--- config.mk ---
export PLATFORM = sky130hd
export DESIGN_NAME = counter_7416x
export DESIGN_NICKNAME = d
export VERILOG_FILES = /design/src/rtl/sn74xxxx_pkg.sv /design/src/rtl/counter_tc_detect.sv /design/src/rtl/counter_7416x.sv
export SDC_FILE = /design/constraint.sdc
export NUM_CORES = 1
export LEC_CHECK = 0
export ABC_AREA = 1
export CORE_AREA = 2 2 39 41
export DETAILED_ROUTE_END_ITERATION = 12
export DIE_AREA = 0 0 41 43
export PLACE_DENSITY = 0.47
export SETUP_SLACK_MARGIN = 0.15
export SYNTH_ARGS = -nofsm -noshare
export SYNTH_HDL_FRONTEND = slang
export SYNTH_SLANG_ARGS = --single-unit
--- constraint.sdc ---
create_clock -name C -period 1.4 [get_ports C]
set_input_delay 0.28 -clock C [delete_from_list [all_inputs] [get_ports C]]
set_output_delay 0.28 -clock C [all_outputs]
set_load 0.02 [all_outputs]
--- src/rtl/sn74xxxx_pkg.sv ---
// Shared definitions for the 74xx counter family: direction encodings and the
// wrap-rule successor function reused by the presettable and up/down models.
package sn74xxxx_pkg;

  localparam logic DIR_UP   = 1'b0;
  localparam logic DIR_DOWN = 1'b1;

  // Successor of q under the modulus wrap rules. Values at or above the
  // terminal count return to 0 going up; going down they decrement normally.
  function automatic logic [31:0] next_count(input logic [31:0]       q,
                                             input logic              dir,
                                             input longint unsigned   modulus);
    logic [63:0] q_ext;
    logic [63:0] res;
    q_ext = {32'd0, q};
    if (dir == DIR_DOWN) begin
      res = (q_ext == 64'd0) ? (modulus - 64'd1) : (q_ext - 64'd1);
    end else begin
      res = (q_ext >= (modulus - 64'd1)) ? 64'd0 : (q_ext + 64'd1);
    end
    return res[31:0];
  endfunction

endpackage

--- src/rtl/counter_tc_detect.sv ---
// Terminal-count detection and ripple carry out, purely combinational.
// Macro COUNTER_7416X_UPDOWN_EN makes the terminal count depend on DIR.
module counter_tc_detect
  import sn74xxxx_pkg::*;
#(
  parameter int              WIDTH   = 4,
  parameter longint unsigned MODULUS = 64'd1 << WIDTH
) (
  input  logic [WIDTH-1:0] Q,
  input  logic             DIR,
  input  logic             ENT,
  output logic             RCO
);

  logic [63:0] q_ext;
  logic        tc_up;
  logic        tc;

  assign q_ext = 64'(Q);
  assign tc_up = (q_ext == (MODULUS - 64'd1));

`ifdef COUNTER_7416X_UPDOWN_EN
  assign tc = (DIR == DIR_DOWN) ? (Q == '0) : tc_up;
`else
  // Up-only build: DIR is accepted on the port but has no effect.
  logic unused_dir;
  assign unused_dir = DIR;
  assign tc         = tc_up;
`endif

  // ENP deliberately does not gate the carry, so stages can ripple-cascade.
  assign RCO = ENT & tc;

endmodule

--- src/rtl/counter_7416x.sv ---
// Parametrised synchronous presettable counter (74160/74161/74163 family).
// Optional up/down counting is enabled by defining COUNTER_7416X_UPDOWN_EN.
module counter_7416x
  import sn74xxxx_pkg::*;
#(
  parameter int              WIDTH   = 4,
  parameter longint unsigned MODULUS = 64'd1 << WIDTH,
  // Simulation-only Q delay of the behavioural models; no effect on this RTL.
  parameter int              DELAY   = 1
) (
  input  logic             C,
  input  logic             nR,
  input  logic             nCLR,
  input  logic             nLOAD,
  input  logic             ENP,
  input  logic             ENT,
  input  logic             DIR,
  input  logic [WIDTH-1:0] D,
  output logic [WIDTH-1:0] Q,
  output logic             RCO
);

  if ((WIDTH < 1) || (WIDTH > 32) || (MODULUS < 64'd2) ||
      (MODULUS > (64'd1 << WIDTH)) || (DELAY < 0)) begin : g_bad_params
    $error("counter_7416x: illegal WIDTH/MODULUS/DELAY combination");
  end

  logic [WIDTH-1:0] count_q;
  logic [WIDTH-1:0] count_d;
  logic             dir_eff;

`ifdef COUNTER_7416X_UPDOWN_EN
  assign dir_eff = DIR;
`else
  assign dir_eff = DIR_UP;
`endif

  // Clear beats load, load beats count; anything else holds.
  always_comb begin
    count_d = count_q;
    if (!nCLR) begin
      count_d = '0;
    end else if (!nLOAD) begin
      count_d = D;
    end else if (ENP && ENT) begin
      count_d = WIDTH'(next_count(32'(count_q), dir_eff, MODULUS));
    end
  end

  always_ff @(posedge C or negedge nR) begin
    if (!nR) begin
      count_q <= '0;
    end else begin
      count_q <= count_d;
    end
  end

  assign Q = count_q;

  counter_tc_detect #(
    .WIDTH   (WIDTH),
    .MODULUS (MODULUS)
  ) u_tc (
    .Q   (count_q),
    .DIR (DIR),
    .ENT (ENT),
    .RCO (RCO)
  );

endmodule
==> impl_metrics.env <==
export IMPL_status="finished clean"
export IMPL_synth_most_common_cell="nand2_1"
export IMPL_setup_violations_final=0
export IMPL_ant_nets=0
export IMPL_wl_per_cell_um=8.57
export IMPL_rsz0062_at_grt="true"
export IMPL_clkSlewWorstSetupHoldPaths_ns=0.04
export IMPL_cp_cell_sequence="clkdlybuf4s50_1, inv_1, nor2_2, buf_6"
export IMPL_slew_viol_final=0
export IMPL_largest_reg_flops=4
export IMPL_io_pins=16
export IMPL_multi_input_area_um2=176
export IMPL_synth_distinct_cells=13
export IMPL_clk_latency_ns=0.23
export IMPL_ir_drop_v=0.000460
export IMPL_hpwl_um=586
export IMPL_grt_max_degree=6
export IMPL_grt_pass1_vias=302
export IMPL_synth_edf_count=0
export IMPL_p_per_area_nw_per_um2=772
export IMPL_drive_above_1_share_pct=35.8
export IMPL_path_class="in2out"
export IMPL_seqCellArea_um2=103
export IMPL_synth_top_area_share_pct=36.2
export IMPL_fin_crit_sh_pct=93.6
export IMPL_initial_utilization_pct=20.0
export IMPL_worst_slack_ns=0.0896
export IMPL_finish_instance_area_um2=536
export IMPL_fillers=152
export IMPL_synthTopCellsByCount="nand2_1 (17), inv_1 (5), dfrtp_1 (4)"
export IMPL_grt_remaining_overflow=0
export IMPL_placed_area_um2=494
export IMPL_cts_buffer_depth=2
export IMPL_yosysSeqAreaShare_pct=36.2
export IMPL_critPathArrivalTime_ns=1.03
export IMPL_area_growth_pct=93.7
export IMPL_cp_required_ns=1.12
export IMPL_async_flop_share_pct=100
export IMPL_finalHoldViolCount=0
export IMPL_max_cap_violations=0
export IMPL_synth_nets=53
export IMPL_wirelength_um=711
export IMPL_numCtsBuffers=3
export IMPL_nNetsFinal=81
export IMPL_antenna_cells=0
export IMPL_cts_tree="done"
export IMPL_crit_slowest_cell="clkdlybuf4s50_1"
export IMPL_relSlewSlack_pct=86.2
export IMPL_die_w_um=41
export IMPL_place_ws_ns=-0.371
export IMPL_synth_area_leaders="dfrtp_1 (36%), nand2_1 (23%), inv_1 (6.8%)"
export IMPL_htree_levels=1
export IMPL_synthFlopType="dfrtp_1"
export IMPL_finalSetupTns_ns=0
export IMPL_rows=14
export IMPL_clock_sinks=4
export IMPL_syn_area_per_cell_um2=6.74
export IMPL_final_util_pct=38.7
export IMPL_die_area_um2=1760
export IMPL_worst_r2r_cell_count=5
export IMPL_syn_area_um2=277
export IMPL_finClkSkew_ns=0.00122
export IMPL_cp_start_kind="input pin"
export IMPL_max_stage_delay_ns=0.48
export IMPL_worst_pin_slew_ns=0.205
export IMPL_p_leak_nw=0.287
export IMPL_die_h_um=43
export IMPL_drc_errors=0
export IMPL_vias=323
export IMPL_yosys_area_top_type="dfrtp_1"
export IMPL_track_usage_pct=10.8
export IMPL_p_total_uw=413
export IMPL_period_minus_slack_ns=1.31
export IMPL_dr_pass1_iters=3
export IMPL_routabilityCongestion=0.695
export IMPL_first_iter_violations=3
export IMPL_antenna_found_initial=0
export IMPL_grt_pass1_wl_um=1200
export IMPL_path_max_fanout=2
export IMPL_hold_class="in2async"
export IMPL_portBuffers=14
export IMPL_crit_path_end_kind="primary output"
export IMPL_synthCells=41
export IMPL_max_clock_freq_ghz=0.763
export IMPL_cts_root_buffer="clkbuf_4"
export IMPL_core_um2=1380
export IMPL_vias_per_cell=3.89
export IMPL_ys_warn_count=0
export IMPL_ys_seq_elements=4
[worst max-delay path: cells and delay by family]
| kind | cells | cell delay, ns |
|---|---|---|
| buf+inv | 3 | 0.65 |
| simple gates | 1 | 0.10 |
[final timing paths]
path                       from   end  slack [ns]
max in group asynchronous    nR  Q[1]        0.98
min reg2reg                Q[3]  Q[3]        0.59
min                          nR  Q[3]        0.25
max reg2reg                Q[0]  Q[2]        0.26
min in group C             Q[3]  Q[3]        0.59
max                         ENT   RCO        0.09
[per-stage QoR]
| stage | cells | hold slack [ns] |
|---|---|---|
| 6_report | 83 | 0.248 |
| 5_1_grt | 83 | 0.269 |
| 4_1_cts | 83 | 0.245 |
| 3_5_place_dp | 78 | 0.494 |
| 3_3_place_gp | 78 | 0.494 |
| 2_1_floorplan | 41 | -0.0156 |
[final cells by class]
type / instances / share of cell area [%]
timing repair buffer: 23 / 35.7
multi-input combinational: 31 / 32.9
sequential: 4 / 19.2
clock buffer: 3 / 4.21
inverter: 6 / 4.21
tap: 16 / 3.74
[logic make-up (layout without fill, tap and decap cells)]
kind of cell             after synthesis  after routing  synth area share, %
buffers and inverters                  6             32                 8.14
AND/OR/NAND/NOR                       25             25                 38.9
XOR/XNOR                               1              1                 3.17
flip-flops                             4              4                 36.2
adder cells (fa/ha/maj)                1              1                 4.52
AO/OA/AOI/OAI                          3              3                 5.43
multiplexers                           1              1                 3.62
[cells in the final DEF, fill, tap and decap left out]
cell,n
dfrtp_1,2
xor2_1,1
nand4_1,1
buf_2,3
nand3_4,1
nor2_2,1
o21ai_0,2
buf_6,1
nor2_1,2
buf_4,10
dfrtp_2,2
inv_1,5
inv_2,1
clkbuf_4,3
nand2_1,17
ha_4,1
o21ai_1,1
nand3_1,2
mux2i_1,1
clkdlybuf4s50_1,9
nand2_2,1
[routing by layer]
metal	global-route usage, %	routed length, um	share of wire (%)	up-vias
met5	0	0	0	-
met4	8.00	0	0	0
met3	3.66	41	5.8	0
met2	13.8	326	46	9
met1	14.4	344	48	134
li1	-	-	-	180
[report_power, final]
part | internal [mW] | leakage (nW) | switching, mW
sequential | 0.128 | 0.0496 | 0.00986
combinational | 0.0730 | 0.223 | 0.0652
clock | 0.0955 | 0.0138 | 0.0414
[what timing repair did]
action | 4_1_cts | 5_1_grt
endpoints found under the hold margin | 0 | 0
buffers inserted | 2 | 0
hold buffers | 0 | 0
resized for setup | 25 | 2
endpoints found under the setup margin | 5 | 4
pin swaps | 2 | 0
No activity file was read; power rests on OpenSTA's default activity.
